**config.mk**
```make
export PLATFORM = sky130hd
export DESIGN_NAME = mem_arbiter_flat
export DESIGN_NICKNAME = d
export VERILOG_FILES = /design/src/rtl/mem_arbiter_if.sv /design/src/rtl/mem_arbiter.sv /design/src/flat_wrapper.sv
export SDC_FILE = /design/constraint.sdc
export NUM_CORES = 1
export LEC_CHECK = 0
export BUFFER_PORTS_ARGS = -buffer_cell sky130_fd_sc_hd__buf_2
export CAP_MARGIN = 25
export CORE_MARGIN = 4
export CORE_UTILIZATION = 49
export DETAILED_ROUTE_END_ITERATION = 6
export GPL_TIMING_DRIVEN = 0
export PLACE_DENSITY = 0.85
export RECOVER_POWER = 25
export SYNTH_ARGS = -nofsm -noshare
export SYNTH_HDL_FRONTEND = slang
export SYNTH_SLANG_ARGS = --single-unit
```
**constraint.sdc**
```tcl
create_clock -name clk -period 4 [get_ports clk]
set_clock_uncertainty 0.2 [all_clocks]
set_input_delay 0.6 -clock clk [delete_from_list [all_inputs] [get_ports clk]]
set_output_delay 0.6 -clock clk [all_outputs]
set_load 0.01 [all_outputs]
```
**src/rtl/mem_arbiter_if.sv**
```systemverilog
// ----------------------------------------------------------------------------
// mem_arbiter_if
//
// External memory bus shared through mem_arbiter (MAR/MDR with MFC handshake).
//
// Signals:
//   memEN      memory enable, held for the whole access
//   RW         1 = read, 0 = write
//   mem_addr   address presented to MAR
//   mem_wdata  data presented to MDR for writes
//   mem_rdata  data returned by memory for reads
//   MFC        memory function complete
//
// Modports:
//   master  arbiter side (drives enable/RW/address/data, receives rdata/MFC)
//   slave   memory side
// ----------------------------------------------------------------------------
interface mem_arbiter_if #(
    parameter int unsigned AW = 16,
    parameter int unsigned DW = 16
);

    logic          memEN;
    logic          RW;
    logic [AW-1:0] mem_addr;
    logic [DW-1:0] mem_wdata;
    logic [DW-1:0] mem_rdata;
    logic          MFC;

    modport master (
        output memEN,
        output RW,
        output mem_addr,
        output mem_wdata,
        input  mem_rdata,
        input  MFC
    );

    modport slave (
        input  memEN,
        input  RW,
        input  mem_addr,
        input  mem_wdata,
        output mem_rdata,
        output MFC
    );

endinterface

```
**src/rtl/mem_arbiter.sv**
```systemverilog
// ----------------------------------------------------------------------------
// mem_arbiter
//
// Shares one external memory between the instruction-fetch path (port 0) and
// the load/store FSM (port 1). One requester's command is latched, driven onto
// the memory bus until MFC arrives (or a timeout expires), and completion is
// reported with a one-cycle done pulse (plus err on timeout). When both ports
// request in the same cycle the port that was not granted last wins, so
// neither side can starve the other.
//
// Parameters:
//   AW       address width
//   DW       data width
//   TIMEOUT  max cycles memEN stays high waiting for MFC; 0 disables timeout
//
// Ports:
//   clk            system clock, all state on rising edge
//   rst            asynchronous active-low reset
//   req0/req1      port request, held until that port's done
//   rw0/rw1        1 = read, 0 = write
//   addr0/addr1    port address
//   wdata0/wdata1  port write data
//   done0/done1    one-cycle completion pulse
//   err0/err1      one-cycle timeout pulse, coincident with done
//   rdata          read data, updated only by a successful read
//   busy           high while a transaction is in BUSY or DONE
//   owner          port currently / last granted
//   mem            memory bus (master side)
// ----------------------------------------------------------------------------
module mem_arbiter #(
    parameter int unsigned AW      = 16,
    parameter int unsigned DW      = 16,
    parameter int unsigned TIMEOUT = 15
) (
    input  logic          clk,
    input  logic          rst,

    input  logic          req0,
    input  logic          rw0,
    input  logic [AW-1:0] addr0,
    input  logic [DW-1:0] wdata0,
    output logic          done0,
    output logic          err0,

    input  logic          req1,
    input  logic          rw1,
    input  logic [AW-1:0] addr1,
    input  logic [DW-1:0] wdata1,
    output logic          done1,
    output logic          err1,

    output logic [DW-1:0] rdata,
    output logic          busy,
    output logic          owner,

    mem_arbiter_if.master mem
);

    // Counter only has to reach TIMEOUT-1.
    localparam int unsigned CW = (TIMEOUT > 1) ? $clog2(TIMEOUT) : 1;
    localparam logic [CW-1:0] TO_LAST = (TIMEOUT == 0) ? '0 : CW'(TIMEOUT - 1);

    typedef enum logic [1:0] {
        StIdle,
        StBusy,
        StDone
    } state_e;

    state_e        state_q;
    logic          last_grant_q;
    logic [CW-1:0] tcnt_q;

    // Arbitration decision for the current IDLE cycle.
    logic          grant;
    logic          grant_rw;
    logic [AW-1:0] grant_addr;
    logic [DW-1:0] grant_wdata;

    always_comb begin
        // Contest goes to the port opposite the last grant; otherwise the
        // only requester wins (req1 alone selects port 1, req0 alone port 0).
        if (req0 && req1) begin
            grant = ~last_grant_q;
        end else begin
            grant = req1;
        end
        grant_rw    = grant ? rw1    : rw0;
        grant_addr  = grant ? addr1  : addr0;
        grant_wdata = grant ? wdata1 : wdata0;
    end

    always_ff @(posedge clk or negedge rst) begin
        if (!rst) begin
            state_q       <= StIdle;
            last_grant_q  <= 1'b1;
            tcnt_q        <= '0;
            mem.memEN     <= 1'b0;
            mem.RW        <= 1'b1;
            mem.mem_addr  <= '0;
            mem.mem_wdata <= '0;
            rdata         <= '0;
            done0         <= 1'b0;
            done1         <= 1'b0;
            err0          <= 1'b0;
            err1          <= 1'b0;
            busy          <= 1'b0;
            owner         <= 1'b0;
        end else begin
            // Completion flags are pulses: only the BUSY exit sets them.
            done0 <= 1'b0;
            done1 <= 1'b0;
            err0  <= 1'b0;
            err1  <= 1'b0;

            case (state_q)
                StIdle: begin
                    // A still-high MFC belongs to the previous access; wait
                    // for the memory to release it before issuing.
                    if (!mem.MFC && (req0 || req1)) begin
                        mem.RW        <= grant_rw;
                        mem.mem_addr  <= grant_addr;
                        mem.mem_wdata <= grant_wdata;
                        mem.memEN     <= 1'b1;
                        owner         <= grant;
                        last_grant_q  <= grant;
                        tcnt_q        <= '0;
                        busy          <= 1'b1;
                        state_q       <= StBusy;
                    end
                end

                StBusy: begin
                    // Requests are not re-sampled here: a port dropping req
                    // early still gets its done pulse.
                    if (mem.MFC) begin
                        if (mem.RW) begin
                            rdata <= mem.mem_rdata;
                        end
                        if (owner) begin
                            done1 <= 1'b1;
                        end else begin
                            done0 <= 1'b1;
                        end
                        mem.memEN <= 1'b0;
                        state_q   <= StDone;
                    end else if ((TIMEOUT != 0) && (tcnt_q == TO_LAST)) begin
                        // MFC wins over timeout on the same edge.
                        if (owner) begin
                            done1 <= 1'b1;
                            err1  <= 1'b1;
                        end else begin
                            done0 <= 1'b1;
                            err0  <= 1'b1;
                        end
                        mem.memEN <= 1'b0;
                        state_q   <= StDone;
                    end else begin
                        tcnt_q <= tcnt_q + 1'b1;
                    end
                end

                StDone: begin
                    // Requests ignored: the requester drops req on this edge.
                    busy    <= 1'b0;
                    state_q <= StIdle;
                end

                default: begin
                    mem.memEN <= 1'b0;
                    busy      <= 1'b0;
                    state_q   <= StIdle;
                end
            endcase
        end
    end

endmodule

```
**src/flat_wrapper.sv**
```systemverilog
// flat-port wrapper written by rule: the top's interface ports become plain ports
module mem_arbiter_flat 
#(
    parameter int unsigned AW      = 16,
    parameter int unsigned DW      = 16,
    parameter int unsigned TIMEOUT = 15
)
  (clk, rst, req0, rw0, addr0, wdata0, done0, err0, req1, rw1, addr1, wdata1, done1, err1, rdata, busy, owner, mem_memEN, mem_RW, mem_mem_addr, mem_mem_wdata, mem_mem_rdata, mem_MFC);
  mem_arbiter_if #(.AW(AW), .DW(DW)) mem_i ();
  input  logic clk;
  input  logic rst;
  input  logic req0;
  input  logic rw0;
  input  logic [AW-1:0] addr0;
  input  logic [DW-1:0] wdata0;
  output logic done0;
  output logic err0;
  input  logic req1;
  input  logic rw1;
  input  logic [AW-1:0] addr1;
  input  logic [DW-1:0] wdata1;
  output logic done1;
  output logic err1;
  output logic [DW-1:0] rdata;
  output logic busy;
  output logic owner;
  output wire logic [$bits(mem_i.memEN)-1:0] mem_memEN;
  output wire logic [$bits(mem_i.RW)-1:0] mem_RW;
  output wire logic [$bits(mem_i.mem_addr)-1:0] mem_mem_addr;
  output wire logic [$bits(mem_i.mem_wdata)-1:0] mem_mem_wdata;
  input wire logic [$bits(mem_i.mem_rdata)-1:0] mem_mem_rdata;
  input wire logic [$bits(mem_i.MFC)-1:0] mem_MFC;
  assign mem_memEN = mem_i.memEN;
  assign mem_RW = mem_i.RW;
  assign mem_mem_addr = mem_i.mem_addr;
  assign mem_mem_wdata = mem_i.mem_wdata;
  assign mem_i.mem_rdata = mem_mem_rdata;
  assign mem_i.MFC = mem_MFC;
  mem_arbiter #(.AW(AW), .DW(DW), .TIMEOUT(TIMEOUT)) u_core (.clk(clk), .rst(rst), .req0(req0), .rw0(rw0), .addr0(addr0), .wdata0(wdata0), .done0(done0), .err0(err0), .req1(req1), .rw1(rw1), .addr1(addr1), .wdata1(wdata1), .done1(done1), .err1(err1), .rdata(rdata), .busy(busy), .owner(owner), .mem(mem_i));
endmodule
```
==> impl_metrics.py, run 1 <==
metrics = {
    "routing": {
        "wl_per_cell_microns": 15.5,
        "drt_first_pass_iters": 4,
        "first_iter_violations": 66,
        "ant_nets": 0,
        "route.detailed.drc": 0,
        "wl_microns": 6620,
        "vias_per_cell": 5.00,
        "vias": 2128,
    },
    "die": {
        "ios": 143,
        "initial_core_util": 0.517,
        "fp-row-count": 27,
        "dieArea_sq_um": 7250,
        "die_h_microns": 85.1,
        "coreArea_sq_um": 5640,
        "die_w_microns": 85.1,
    },
    "placed_design": {
        "dp_hpwl_microns": 5220,
        "port_buffers": 141,
        "gp_congestion": 0.724,
        "dp_slack_ns": 1.58,
    },
    "status": {
        "status": "finished, violations left",
        "violations": "max-capacitance violations, max-slew violations",
    },
    "timing": {
        "slew_headroom": -0.166,
        "tightest_slew_ns": 1.75,
        "rsz0062_at_grt": "no",
        "slew_viol_final": 33,
        "setup_ws_ns": 1.89,
        "layout_min_cycle_time_ns": 2.11,
        "hold_viol_final": 0,
        "fin_tns_setup_ns": 0,
        "setup_viol": 0,
        "finalCritPeriodShare": 0.529,
        "max_freq_mhz": 473,
    },
    "global_routing": {
        "grt_util_all_layers": 0.188,
        "grt_pass1_wl_microns": 10900,
        "grt_max_degree": 34,
        "grt_pass1_vias": 2314,
        "antenna_found_initial": 0,
        "gr-total-overflow": 0,
    },
    "synth": {
        "synth.cell_area_sq_um": 2920,
        "ys_warn_count": 0,
        "ys_async_sr_fraction": 1.00,
        "syn-mean-instance-area_sq_um": 14.9,
        "synthCells": 196,
        "synth_nets": 285,
        "ys_ff_latch": 63,
        "ys_types": 31,
        "synth_edf_count": 0,
        "seq_area_frac_synth": 0.542,
        "ys.flop_type": "dfrtp_1",
    },
    "cts": {
        "ctsHtreeMaxLevel": 3,
        "post_cts.repair.setup_buffers": 0,
        "clock_latency_ns": 0.33,
        "tritoncts": "built",
        "cts_made_buffers": 9,
        "clock-sinks": 63,
        "root_buffer": "clkbuf_8",
        "clockBufferDepth": 2,
        "hold_buffers": 0,
        "clk_pin_slew_ns": 0.07,
        "cts.repair.resized": 0,
    },
    "run": {
        "drv_cap": 1,
    },
    "cells_and_area": {
        "layout_commonest_cell": "buf_2",
        "final_nets": 438,
        "antenna_cells": 0,
        "layout-drive-gt1-share": 0.726,
        "final_cell_mix": "buf_2 (146), mux2_2 (74), dfrtp_1 (61)",
        "area_delta_synth_final_pct": 34.2,
    },
    "critical_path": {
        "cpPeakStageDelay_ns": 0.55,
        "cp_max_fo": 8,
        "crit_path_cell_trace": "inv_1 -> ha_1 -> and3_1 -> clkbuf_1 -> a2111oi_2 -> a31oi_1",
        "endpoint_kind": "flip-flop",
        "reg2reg_depth": 6,
        "crit_path_start_kind": "flip-flop",
        "cp-startpoint": "u_core.tcnt_q[0]$_DFFE_PN0P_",
        "r2r_start": "u_core.tcnt_q[0]$_DFFE_PN0P_",
        "crit_slowest_cell": "a2111oi_2",
        "worstSetupPathType": "reg -> reg",
        "worstPathArrival_ns": 2.11,
        "cp.required_ns": 3.99,
    },
    "power_and_ir_drop": {
        "powerDensity_nw_per_um2": 535,
        "ir_worst_vdd_v": 0.000335,
        "leakage_nw": 1.93,
    },
    "worst_hold_path": {
        "hold_start": "u_core.busy$_DFFE_PN0P_",
        "hold_class": "reg -> reg",
        "hold_path_depth": 1,
    },
}
-- Yosys cell counts (2+ instances only) --
cell	n	area, sq um
nand3_1	3	15.0
inv_1	2	7.51
nand2_1	4	15.0
buf_6	4	45.0
ha_1	2	25.0
buf_2	6	30.0
mux2_2	74	833
dfrtp_1	61	1530
and3_1	2	12.5
o31ai_1	2	15.0
dfstp_2	2	52.6
a21o_1	2	15.0
nor2b_1	2	12.5
nor2_1	4	15.0
mux2_4	10	150
-- metrics by stage --
| stage | power, mW | instances | hold WS, ns | util | cell area [sq um] |
|---|---|---|---|---|---|
| floorplan | 1.31 | 196 | 0.104 | - | 2920 |
| global placement | 1.59 | 409 | 0.255 | 0.658 | 3710 |
| detailed placement | 1.62 | 410 | 0.267 | 0.661 | 3730 |
| CTS | 2.12 | 426 | 0.150 | 0.694 | 3920 |
| global route | 2.22 | 426 | 0.289 | 0.694 | 3910 |
| finish | 2.09 | 426 | 0.292 | 0.694 | 3910 |
-- worst paths after layout --
kind | to | slack, ns
min in group asynchronous | u_core.rdata[1]$_DFFE_PN0P_ | 0.53
min reg2reg | u_core.busy$_DFFE_PN0P_ | 0.29
max in group asynchronous | u_core.mem.mem_addr[5]$_DFFE_PN0P_ | 2.06
max | u_core.tcnt_q[3]$_DFFE_PN0P_ | 1.89
max reg2reg | u_core.tcnt_q[3]$_DFFE_PN0P_ | 1.89
min | u_core.busy$_DFFE_PN0P_ | 0.29
-- registers in the layout, summed over array words and instances, names as in the netlist --
| register | flops |
|---|---|
| u_core.owner | 1 |
| u_core.done1 | 1 |
| u_core.mem.RW | 1 |
| u_core.last_grant_q | 1 |
| u_core.tcnt_q | 4 |
| u_core.busy | 1 |
| u_core.mem.memEN | 1 |
| u_core.done0 | 1 |
| u_core.mem.mem_addr | 16 |
| u_core.rdata | 16 |
| u_core.state_q | 2 |
| u_core.err1 | 1 |
| u_core.err0 | 1 |
| u_core.mem.mem_wdata | 16 |
-- cell families (layout without fill, tap and decap cells) --
| logic type | after synthesis | after routing | share of synthesized area |
|---|---|---|---|
| buffers and inverters | 13 | 171 | 0.0296 |
| flip-flops | 63 | 63 | 0.542 |
| multiplexers | 85 | 85 | 0.341 |
| AND/OR/NAND/NOR | 21 | 21 | 0.0442 |
| AO/OA/AOI/OAI | 12 | 12 | 0.0352 |
| adder cells (fa/ha/maj) | 2 | 2 | 0.00858 |
-- area by class of cell --
class	instances	area (sq um)
fill	420	1730
sequential	63	1580
multi-input combinational	120	1250
timing repair buffer	142	724
clock buffer	11	151
tap	72	90.1
buffer	11	78.8
clock inverter	5	32.5
inverter	2	7.51
-- metal layers --
metal / global-route usage / up-vias / wire length, microns
met5: 0 / - / 0
met4: 0.0604 / 0 / 82
li1: - / 1016 / -
met3: 0.0553 / 10 / 610
met1: 0.225 / 1004 / 2700
met2: 0.326 / 98 / 3220
-- worst max-delay path, delay by kind of cell, from the launching register on --
family	cells	cell delay, ns
simple gates	1	0.18
compound gates	2	0.70
fa+ha+maj	1	0.21
flops	1	0.40
buf+inv	2	0.29
-- power by group --
part / internal [mW] / switching [mW] / leakage, nW
clock network: 0.256 / 0.243 / 0.0873
logic: 0.367 / 0.297 / 1.09
registers: 0.830 / 0.0996 / 0.756
Note: power is estimated with default switching activity, not from simulation.
==> inputs of run 2 (changes only) <==
- ABC_AREA: unset -> 1
- CORE_UTILIZATION: 49 -> 46
- PLACE_DENSITY: 0.85 -> 0.79
- clock period: 4 -> 2.09 ns (I/O delays scaled with it)
==> impl_metrics.py, run 2 <==
metrics = {
    "cells_and_area": {
        "stdcell_count": 619,
        "layout-drive-gt1-share": 0.367,
        "final_nets": 627,
        "utilization": 0.635,
        "layout_commonest_cell": "nand2_1",
        "fin_area_sq_um": 4030,
        "top_regs": "u_core.mem.mem_addr (16), u_core.mem.mem_wdata (16), u_core.rdata (16)",
        "area_delta_synth_final_pct": 33.6,
        "final_cell_mix": "nand2_1 (219), buf_2 (135), dfrtp_1 (61)",
        "antenna_cells": 0,
    },
    "run": {
        "drv_cap": 0,
    },
    "power_and_ir_drop": {
        "ir_worst_vdd_v": 0.000708,
        "power_frac_comb": 0.397,
        "powerDensity_nw_per_um2": 1290,
        "pwr-share-clk": 0.196,
        "p_total_mw": 5.22,
        "switchingPower_mw": 2.00,
        "switching_share": 0.383,
        "seqPwrFrac": 0.407,
        "leakage_nw": 2.43,
        "internal-power_mw": 3.22,
    },
    "placed_design": {
        "gp_congestion": 0.855,
        "port_buffers": 142,
        "place_area_sq_um": 3850,
        "dp_slack_ns": 0.463,
        "dp_hpwl_microns": 5840,
        "dpl.cell_count": 603,
    },
    "routing": {
        "routed.top_layer": "met4",
        "route.detailed.drc": 0,
        "route.met2.wl_microns": 3350,
        "wl_per_cell_microns": 11.9,
        "wl_met1_microns": 3210,
        "drt_first_pass_iters": 4,
        "wl_met3_microns": 713,
        "wl_microns": 7400,
        "ant_nets": 0,
        "vias_per_cell": 4.54,
        "first_iter_violations": 57,
        "vias": 2810,
    },
    "cts": {
        "clock-sinks": 63,
        "clk_pin_slew_ns": 0.07,
        "ctsHtreeMaxLevel": 3,
        "tritoncts": "built",
        "cts_made_buffers": 9,
        "post_cts.repair.setup_buffers": 0,
        "clockBufferDepth": 2,
        "root_buffer": "clkbuf_8",
        "clock_latency_ns": 0.32,
    },
    "synth": {
        "syn-mean-instance-area_sq_um": 7.88,
        "synthCells": 383,
        "synth_edf_count": 0,
        "ys_ff_latch": 63,
        "ys.flop_type": "dfrtp_1",
        "ys_async_sr_fraction": 1.00,
        "yosys.area.top_type_share": 0.506,
        "synth_area_leader_cell": "dfrtp_1",
        "synth_top_cells_by_count": "nand2_1 (219), dfrtp_1 (61), inv_1 (23), nand2_2 (17), o21ai_2 (16)",
        "ys_types": 19,
        "synth.cell_area_sq_um": 3020,
        "post-synth-top-count-cell": "nand2_1",
        "seq_area_frac_synth": 0.523,
        "post_synth_main_area_contributors": "dfrtp_1 (51%), nand2_1 (27%), o21ai_2 (4.6%)",
        "synth_nets": 472,
        "ys_warn_count": 0,
    },
    "die": {
        "fp-row-count": 29,
        "ios": 143,
        "die_h_microns": 89.0,
        "initial_core_util": 0.475,
        "coreArea_sq_um": 6350,
        "die_w_microns": 89.0,
        "dieArea_sq_um": 7920,
    },
    "global_routing": {
        "grt_util_all_layers": 0.190,
        "grt_pass1_wl_microns": 11500,
        "grt_max_degree": 35,
        "antenna_found_initial": 0,
        "grt_pass1_vias": 2566,
        "gr-total-overflow": 0,
    },
    "timing": {
        "hold_viol_final": 0,
        "fin_tns_setup_ns": 0,
        "tightest_slew_ns": 0.743,
        "max_freq_mhz": 618,
        "finalCritPeriodShare": 0.774,
        "slew_headroom": 0.504,
        "rsz0062_at_grt": "no",
        "setup_ws_ns": 0.472,
        "layout_min_cycle_time_ns": 1.62,
        "setup_viol": 0,
        "slew_viol_final": 0,
        "fin_hold_ws_ns": 0.0388,
    },
    "critical_path": {
        "cp.required_ns": 2.10,
        "crit_path_start_kind": "flip-flop",
        "cp_max_fo": 10,
        "endpoint_kind": "flip-flop",
        "worstPathArrival_ns": 1.63,
        "worstSetupPathType": "reg -> reg",
    },
    "worst_hold_path": {
        "hold_class": "in -> reg",
    },
    "status": {
        "status": "completed",
    },
}
## run 2: cell types whose count changed in the layout (fill, tap and decap cells not counted), moves of 6 or more
cell and delta:
inv_1 +21, nand2_2 +17, nand2_1 +215, mux2_4 -10, mux2_2 -74, nor2_1 +6
clkbuf_1 +14, o21ai_2 +16, buf_2 -11
## run 2: power by group through the flow
stage               Combinational, mW  Clock, mW  Sequential [mW]
global placement                 2.08          0             2.10
CTS                              2.14       1.06             2.12
finish                           2.07       1.02             2.12
global route                     2.33       1.11             2.19
floorplan                        1.03          0             2.34
detailed placement               2.15          0             2.12
## run 2: area by class of cell
class | count | area (sq um)
well taps | 77 | 96.3
flip-flops and latches | 63 | 1580
clock inverters | 4 | 45.0
inverters | 26 | 97.6
repair buffers | 144 | 722
clock buffers | 11 | 151
fillers | 604 | 2320
multi-input cells | 278 | 1240
plain buffers | 16 | 105
## run 2: kinds of logic (layout without fill, tap and decap cells)
group / Yosys count / in the layout / synth area share
flip-flops: 63 / 63 / 0.523
XOR/XNOR: 1 / 1 / 0.00290
AND/OR/NAND/NOR: 257 / 257 / 0.349
buffers and inverters: 42 / 201 / 0.0675
AO/OA/AOI/OAI: 18 / 18 / 0.0497
adder cells (fa/ha/maj): 2 / 2 / 0.00829
## run 2: metal layers
metal / GRT usage / up-vias
li1: - / 1455
met1: 0.245 / 1225
met2: 0.301 / 120
met3: 0.0507 / 10
met4: 0.0839 / 0
met5: 0 / -
## run 2: path summary, 6_finish.rpt
path                                                 start                                   to  slack, ns  cells past startpoint
max                        u_core.last_grant_q$_DFFE_PN1P_  u_core.mem.mem_addr[10]$_DFFE_PN0P_       0.47                      8
min in group asynchronous                              rst         u_core.rdata[14]$_DFFE_PN0P_       0.39                      2
min reg2reg                u_core.last_grant_q$_DFFE_PN1P_      u_core.last_grant_q$_DFFE_PN1P_       0.27                      2
max reg2reg                u_core.last_grant_q$_DFFE_PN1P_  u_core.mem.mem_addr[10]$_DFFE_PN0P_       0.47                      8
min                                       mem_mem_rdata[3]          u_core.rdata[3]$_DFFE_PN0P_       0.04                      3
max in group asynchronous                              rst            u_core.mem.RW$_DFFE_PN1P_       0.60                      3
## run 2: critical path: stages (launching register included)
cell and delay (ns):
dfstp_2 0.53, nand2_1 0.06, nand2_2 0.16, inv_2 0.11, buf_2 0.20, nand2_1 0.07
nand2_1 0.06, nand2_1 0.06, nand2_1 0.05
## run 2: repair_timing
action                                 CTS  global route
endpoints found under the hold margin   29             0
hold buffers                             1             0
resized for setup                        0             0
